[config.mk]
export PLATFORM = sky130hd
export DESIGN_NAME = wrr_arbiter
export DESIGN_NICKNAME = d
export VERILOG_FILES = /design/src/rtl/wrr_arbiter_pkg.sv /design/src/rtl/wrr_arbiter_lzc.sv /design/src/rtl/wrr_arbiter.sv
export SDC_FILE = /design/constraint.sdc
export NUM_CORES = 1
export LEC_CHECK = 0
export BUFFER_PORTS_ARGS = -buffer_cell sky130_fd_sc_hd__buf_2
export CAP_MARGIN = 20
export CORE_MARGIN = 2
export CORE_UTILIZATION = 39
export CTS_BUF_LIST = sky130_fd_sc_hd__clkbuf_4
export CTS_CLUSTER_DIAMETER = 40
export CTS_CLUSTER_SIZE = 14
export DETAILED_ROUTE_END_ITERATION = 10
export GPL_ROUTABILITY_DRIVEN = 0
export PLACE_DENSITY = 0.87
export SETUP_SLACK_MARGIN = 0.02
export SYNTH_ARGS = -nofsm -noshare
export SYNTH_HDL_FRONTEND = slang
export SYNTH_SLANG_ARGS = --single-unit
[constraint.sdc]
create_clock -name clk_i -period 5.45 [get_ports clk_i]
set_clock_uncertainty 0.05 [all_clocks]
set_input_delay 1.09 -clock clk_i [delete_from_list [all_inputs] [get_ports clk_i]]
set_output_delay 1.09 -clock clk_i [all_outputs]
set_load 0.05 [all_outputs]
[src/rtl/wrr_arbiter_pkg.sv]
`default_nettype none
// +----------------------------------------------------------------------------+
// | Module   : wrr_arbiter_pkg                                                 |
// | Purpose  : Shared types and constants for the weighted round-robin arbiter.|
// |            Holds the arbitration state enum and the starvation limit used  |
// |            when WRR_ARBITER_STARVE_EN is defined.                          |
// | Revision : 1.0 - initial release                                           |
// +----------------------------------------------------------------------------+
package wrr_arbiter_pkg;

  // Arbitration state: ARB picks a fresh winner, HOLD keeps an offered
  // decision stable until the downstream side accepts it.
  typedef enum logic [0:0] {
    ARB  = 1'b0,
    HOLD = 1'b1
  } state_e;

  // Per-requester wait counter width and the value at which a requester
  // is considered starved.
  localparam int unsigned           StarveWidth = 8;
  localparam logic [StarveWidth-1:0] StarveLimit = 8'd255;

endpackage : wrr_arbiter_pkg
`default_nettype wire

[src/rtl/wrr_arbiter_lzc.sv]
`default_nettype none
// +----------------------------------------------------------------------------+
// | Module   : lzc                                                             |
// | Purpose  : Leading/trailing zero counter. With MODE=0 cnt_o is the index   |
// |            of the lowest set bit; with MODE=1 it is the number of zeros    |
// |            above the highest set bit. empty_o flags an all-zero input.     |
// | Ports    : in_i    [WIDTH]      input vector                               |
// |            cnt_o   [CNT_WIDTH]  zero count (0 when in_i is all zero)       |
// |            empty_o              in_i has no bit set                        |
// | Revision : 1.0 - initial release                                           |
// +----------------------------------------------------------------------------+
module lzc #(
  parameter int unsigned WIDTH     = 2,
  parameter bit          MODE      = 1'b0,
  parameter int unsigned CNT_WIDTH = $clog2(WIDTH)
) (
  input  logic [WIDTH-1:0]     in_i,
  output logic [CNT_WIDTH-1:0] cnt_o,
  output logic                 empty_o
);

  always_comb begin
    cnt_o = '0;
    if (!MODE) begin
      // Scan downward so the lowest set bit is the last one to assign.
      for (int i = WIDTH - 1; i >= 0; i--) begin
        if (in_i[i]) cnt_o = CNT_WIDTH'(i);
      end
    end else begin
      // Scan upward so the highest set bit is the last one to assign.
      for (int i = 0; i < WIDTH; i++) begin
        if (in_i[i]) cnt_o = CNT_WIDTH'(WIDTH - 1 - i);
      end
    end
  end

  assign empty_o = ~|in_i;

endmodule : lzc
`default_nettype wire

[src/rtl/wrr_arbiter.sv]
`default_nettype none
// +----------------------------------------------------------------------------+
// | Module   : wrr_arbiter                                                     |
// | Purpose  : Weighted round-robin arbiter with a valid/ready style           |
// |            downstream port. Each requester may take weight+1 consecutive   |
// |            grants per turn. With LockIn set, an offered but not yet        |
// |            accepted decision is held stable until gnt_i.                   |
// | Ports    : clk_i, rst_i          clock, synchronous active-high reset      |
// |            flush_i               clear arbitration state                   |
// |            req_i   [NumIn]       upstream requests                         |
// |            gnt_o   [NumIn]       one-hot grant back to requesters          |
// |            data_i  [NumIn*DW]    payloads, requester i at [i*DW +: DW]     |
// |            weight_i[NumIn*WW]    grants per turn minus one                 |
// |            req_o, gnt_i          downstream valid / ready                  |
// |            data_o  [DW]          payload of the winner                     |
// |            idx_o   [log2 NumIn]  index of the winner                       |
// | Options  : define WRR_ARBITER_STARVE_EN to add 8-bit per-requester wait    |
// |            counters that force a starved requester to win.                 |
// | Revision : 1.0 - initial release                                           |
// +----------------------------------------------------------------------------+
module wrr_arbiter
  import wrr_arbiter_pkg::*;
#(
  parameter int unsigned NumIn       = 4,
  parameter int unsigned DataWidth   = 32,
  parameter int unsigned WeightWidth = 4,
  parameter bit          LockIn      = 1'b1
) (
  input  logic                         clk_i,
  input  logic                         rst_i,
  input  logic                         flush_i,
  input  logic [NumIn-1:0]             req_i,
  output logic [NumIn-1:0]             gnt_o,
  input  logic [NumIn*DataWidth-1:0]   data_i,
  input  logic [NumIn*WeightWidth-1:0] weight_i,
  output logic                         req_o,
  input  logic                         gnt_i,
  output logic [DataWidth-1:0]         data_o,
  output logic [$clog2(NumIn)-1:0]     idx_o
);

  localparam int unsigned IdxW = $clog2(NumIn);

  // --------------------------------------------------------------------------
  // State
  // --------------------------------------------------------------------------
  state_e                 state_q, state_d;
  logic [IdxW-1:0]        hold_idx_q, hold_idx_d;
  logic [IdxW-1:0]        ptr_q, ptr_d;
  logic [IdxW-1:0]        owner_q, owner_d;
  logic [WeightWidth-1:0] cred_q, cred_d;

  logic [NumIn-1:0]       req_rot;
  logic [IdxW-1:0]        lzc_cnt;
  logic                   lzc_empty;
  logic [IdxW-1:0]        arb_idx;
  logic [IdxW-1:0]        winner;
  logic [IdxW-1:0]        winner_nxt;
  logic [WeightWidth-1:0] winner_weight;
  logic                   handshake;

  // --------------------------------------------------------------------------
  // Round-robin search: rotate requests so ptr lands on bit 0, find the
  // lowest set bit, then rotate the result back.
  // --------------------------------------------------------------------------
  always_comb begin
    req_rot = '0;
    for (int i = 0; i < NumIn; i++) begin
      int j;
      j = i + int'(ptr_q);
      if (j >= int'(NumIn)) j = j - int'(NumIn);
      req_rot[i] = req_i[j];
    end
  end

  lzc #(
    .WIDTH     (NumIn),
    .MODE      (1'b0),
    .CNT_WIDTH (IdxW)
  ) u_lzc (
    .in_i    (req_rot),
    .cnt_o   (lzc_cnt),
    .empty_o (lzc_empty)
  );

  always_comb begin
    logic [IdxW:0] sum;
    sum = {1'b0, ptr_q} + {1'b0, lzc_cnt};
    if (sum >= (IdxW+1)'(NumIn)) sum = sum - (IdxW+1)'(NumIn);
    arb_idx = sum[IdxW-1:0];
  end

`ifdef WRR_ARBITER_STARVE_EN
  // --------------------------------------------------------------------------
  // Starvation guard: a requester whose wait counter has saturated overrides
  // the round-robin choice (lowest such index first) while arbitrating.
  // --------------------------------------------------------------------------
  logic [StarveWidth-1:0] wait_q [NumIn];
  logic [StarveWidth-1:0] wait_d [NumIn];
  logic                   starve_hit;
  logic [IdxW-1:0]        starve_idx;

  always_comb begin
    starve_hit = 1'b0;
    starve_idx = '0;
    for (int i = NumIn - 1; i >= 0; i--) begin
      if (req_i[i] && (wait_q[i] == StarveLimit)) begin
        starve_hit = 1'b1;
        starve_idx = IdxW'(i);
      end
    end
  end

  always_comb begin
    for (int i = 0; i < NumIn; i++) begin
      wait_d[i] = wait_q[i];
      if (flush_i || gnt_o[i]) begin
        wait_d[i] = '0;
      end else if (req_i[i] && (wait_q[i] != StarveLimit)) begin
        wait_d[i] = wait_q[i] + StarveWidth'(1);
      end
    end
  end

  always_ff @(posedge clk_i) begin
    for (int i = 0; i < NumIn; i++) begin
      if (rst_i) wait_q[i] <= '0;
      else       wait_q[i] <= wait_d[i];
    end
  end
`endif

  // --------------------------------------------------------------------------
  // FSM process 1: state register
  // --------------------------------------------------------------------------
  always_ff @(posedge clk_i) begin
    if (rst_i) begin
      state_q    <= ARB;
      hold_idx_q <= '0;
    end else begin
      state_q    <= state_d;
      hold_idx_q <= hold_idx_d;
    end
  end

  // --------------------------------------------------------------------------
  // FSM process 2: next state
  // --------------------------------------------------------------------------
  always_comb begin
    state_d    = state_q;
    hold_idx_d = hold_idx_q;
    if (LockIn) begin
      case (state_q)
        ARB: begin
          // Offered but not taken: freeze this decision.
          if (req_o && !gnt_i) begin
            state_d    = HOLD;
            hold_idx_d = winner;
          end
        end
        HOLD: begin
          if (handshake) state_d = ARB;
        end
        default: state_d = ARB;
      endcase
    end
    if (flush_i) begin
      state_d    = ARB;
      hold_idx_d = '0;
    end
  end

  // --------------------------------------------------------------------------
  // FSM process 3: outputs (winner select, payload mux, grant decode)
  // --------------------------------------------------------------------------
  always_comb begin
    winner = arb_idx;
    if (state_q == HOLD) begin
      winner = hold_idx_q;
    end
`ifdef WRR_ARBITER_STARVE_EN
    else if (starve_hit) begin
      winner = starve_idx;
    end
`endif
  end

  assign req_o     = ~lzc_empty;
  assign handshake = req_o & gnt_i;
  assign idx_o     = winner;
  assign data_o    = data_i[int'(winner)*DataWidth +: DataWidth];

  always_comb begin
    gnt_o         = '0;
    gnt_o[winner] = handshake;
  end

  // --------------------------------------------------------------------------
  // Weighted credit tracking
  // --------------------------------------------------------------------------
  assign winner_weight = weight_i[int'(winner)*WeightWidth +: WeightWidth];
  assign winner_nxt    = (winner == IdxW'(NumIn - 1)) ? '0 : winner + IdxW'(1);

  always_comb begin
    ptr_d   = ptr_q;
    cred_d  = cred_q;
    owner_d = owner_q;
    if (handshake) begin
      if (winner != owner_q) begin
        // New owner: this grant is the first of its turn.
        owner_d = winner;
        cred_d  = WeightWidth'(1);
        if (winner_weight == '0) ptr_d = winner_nxt;
      end else if (cred_q >= winner_weight) begin
        // Turn used up: move past the owner.
        ptr_d  = winner_nxt;
        cred_d = '0;
      end else begin
        cred_d = cred_q + WeightWidth'(1);
        ptr_d  = winner;
      end
    end
    if (flush_i) begin
      ptr_d   = '0;
      cred_d  = '0;
      owner_d = '0;
    end
  end

  always_ff @(posedge clk_i) begin
    if (rst_i) begin
      ptr_q   <= '0;
      cred_q  <= '0;
      owner_q <= '0;
    end else begin
      ptr_q   <= ptr_d;
      cred_q  <= cred_d;
      owner_q <= owner_d;
    end
  end

`ifndef SYNTHESIS
  // A held decision is only meaningful while its requester keeps asking.
  a_hold_req_stable: assert property (
    @(posedge clk_i) disable iff (rst_i)
    (state_q == HOLD && !flush_i) |-> req_i[hold_idx_q]
  );
`endif

endmodule : wrr_arbiter
`default_nettype wire

==> flow_metrics.tcl <==
set metrics [dict create \
    area_delta_synth_final_pct 50.2 \
    fmax_mhz 201 \
    synth_compound_area_share_pct 18.0 \
    post_cts_buffers 0 \
    use_met3_pct 3.88 \
    clkSinkCount 11 \
    ios 191 \
    cp-start-kind "input pin" \
    stdcell_count 566 \
    hpwlAfterDp_mm 5.70 \
    power_density_nw_per_um2 303 \
    syn-cell-area_um2 2080 \
    cts_max_level 1 \
    synth_xor_area_share_pct 2.10 \
    drtAntennaViolNets 0 \
    tns_ps 0 \
    syn_avg_cell_area_um2 6.47 \
    dp_slack_ps 458 \
    tightest_slew_ps 442 \
    die_h_um 77.1 \
    rsz0062_at_grt "no" \
    placed_area_um2 3100 \
    power_uw 949 \
    cts_root_buf "clkbuf_4" \
    io_buffers 190 \
    hold_violations 0 \
    drt_iter0_markers 147 \
    cts_buffers 3 \
    final-setup-viol-count 0 \
    dp_cells 562 \
    worst_slack_ps 483 \
    synth_edf_count 0 \
    core_area_um2 5140 \
    cap_violations 0 \
    cts_tree "done" \
    path_class "in2out" \
    p_sw_uw 581 \
    p_int_uw 368 \
    cp.arrival_ps 3830 \
    r2r-end "ptr_q[0]$_SDFFE_PP0P_" \
    clkPwrFrac_pct 6.9 \
    maxSlewViolCount 0 \
    met1_usage_pct 24.7 \
    wl_per_cell_um 12.8 \
    async_flop_share_pct 0 \
    path_clk_slew_ps 80 \
    yosys.area_share.adder_pct 6.01 \
    hp-class "reg2reg" \
    synthMuxAreaShare_pct 24.4 \
    rr_startpoint "ptr_q[0]$_SDFFE_PP0P_" \
    power_frac_comb_pct 83.7 \
    ys_seq_area_share_pct 10.6 \
    die_area_um2 5940 \
    grt_pass1_vias 2601 \
    sw_frac_of_total_pct 61.2 \
    start_util_pct 40.5 \
    holdCritStartpoint "owner_q[0]$_SDFFE_PP0P_" \
    row_count 26 \
    finalInstanceArea_um2 3130 \
    dr_total_vias 2917 \
    hold_depth 2 \
    synthSimpleGateAreaFrac_pct 32.3 \
    n_antenna_cell 0 \
    holdBufCountCts 0 \
    clock_path_buffers 2 \
    max-vdd-ir-drop_mv 0.288 \
    r2r_cells 18 \
    period_share_pct 91.1 \
    p_seq_share_pct 9.4 \
    end_kind "primary output" \
    synth_top_family_by_area "simple AND/OR/NAND/NOR gates" \
    grt_max_degree 84 \
    synth-main-ff-cell "dfxtp_1" \
    rrSetupSlack_ps 1180 \
    synth-seq-cells 11 \
    dieWidth_um 77.1 \
    dr.pass1.iters 4 \
    use_met2_pct 45.1 \
    syn_inst 322 \
    drc_errors 0 \
    cts_resized 0 \
    drive_gt1_share_pct 48.4 \
    finalNetCount 659 \
    clock_latency_ps 280 \
    grt_pass1_wl_mm 11.3 \
    ys_warn_count 0 \
    syn_nets 484 \
    grt.total_usage_pct 22.7 \
    wl_mm 7.22 \
    leakagePower_nw 1.63 \
    period_minus_slack_ps 4970 \
    grt-busiest-layer "met2" \
    vias_per_cell 5.15 \
    crit_required_ps 4310 \
    antenna_found_initial 0 \
    hold_end "owner_q[0]$_SDFFE_PP0P_" \
    relSlewSlack_pct 70.5 \
    outcome "completed" \
    overflow 0 \
    cp_max_fo 30 \
    synth.distinct_cells 40 \
]
## cells in the final DEF, fill, tap and decap left out, types with 2 or more instances in the layout
cell type	instances
buf_2	190
nand2_1	78
nor2_1	58
mux2_2	36
a31oi_1	33
dfxtp_1	11
ha_1	10
mux2i_1	7
o21ai_0	7
inv_1	5
a21oi_1	5
nand2b_1	4
and3_1	4
clkbuf_4	4
nor3_1	3
nor4_1	3
xor2_1	3
o211ai_1	3
buf_12	3
mux2i_4	2
xnor2_1	2
nor2b_1	2
o32ai_1	2
nand3_1	2
a311oi_1	2
or4_1	2
buf_4	2
## state kept, by name, indices dropped and copies added (netlist names), named ones only
signal / count
cred_q: 4
hold_idx_q: 2
owner_q: 2
ptr_q: 2
## per-stage QoR
| step | hold WS, ps | util (%) |
|---|---|---|
| floorplan | 396 | - |
| global placement | 411 | 60.3 |
| detailed placement | 422 | 60.3 |
| CTS | 452 | 60.9 |
| global route | 481 | 60.9 |
| finish | 456 | 60.9 |
## power groups by stage
stage	registers [mW]	logic (mW)	clock network [mW]
final	0.0890	0.795	0.0654
after global routing	0.0896	0.852	0.0702
after CTS	0.0889	0.796	0.0667
after detailed placement	0.0907	0.795	0
after global placement	0.0904	0.786	0
after floorplan	0.0881	0.604	0
## worst max path at each step
stage	from	to
global route	req_i[3]	data_o[6]
global placement	req_i[3]	data_o[6]
finish	req_i[1]	data_o[6]
CTS	req_i[1]	data_o[6]
floorplan	req_i[2]	gnt_o[3]
detailed placement	req_i[1]	data_o[6]
## synthesized netlist by cell type, types with 2 or more instances
master | n | area, um^2
and3_1 | 4 | 25.0
clkbuf_1 | 7 | 26.3
a31oi_1 | 33 | 206
nor3_1 | 3 | 15.0
a21oi_1 | 5 | 25.0
ha_1 | 10 | 125
nor4_1 | 3 | 18.8
nor2b_1 | 2 | 12.5
inv_1 | 5 | 18.8
o211ai_1 | 3 | 22.5
buf_2 | 12 | 60.1
xnor2_1 | 2 | 17.5
o21ai_0 | 7 | 35.0
nand3_1 | 2 | 10.0
nor2_1 | 58 | 218
o32ai_1 | 2 | 17.5
xor2_1 | 3 | 26.3
nand2_1 | 78 | 293
a311oi_1 | 2 | 17.5
nand2b_1 | 4 | 25.0
mux2_2 | 36 | 405
dfxtp_1 | 11 | 220
mux2i_1 | 8 | 80.1
or4_1 | 2 | 15.0
buf_1 | 5 | 18.8
## cells by family after synthesis
logic type,after synthesis
xor gates and xnor gates,5
buffers and inverters,31
DFF,11
adders and majority gates,10
muxes,45
and+or+nand+nor,162
AOI/OAI and AO/OA,58
## critical path: stages
cell and delay (ps):
buf_2 130, inv_1 80, nor3_1 50, a311oi_1 240, o21ai_0 110, ha_1 200
xnor2_1 140, nor2b_1 150, mux2i_1 320, nand2_4 310, buf_12 270, mux2_2 230
nor2_1 40, a31oi_1 170, buf_2 290
## metal layers
metal,part of all wire [%],vias to the layer above
li1,-,1483
met1,37,1292
met2,53,135
met3,8.1,7
met4,1.0,0
met5,0,-
## layout make-up
type                    count  area (um^2)
well taps                  70         87.6
repair buffers            195         1030
flip-flops and latches     11          220
multi-input cells         280         1740
fillers                   479         2010
clock buffers               4         30.0
inverters                   6         22.5
Power figures use the tool's default switching activity.
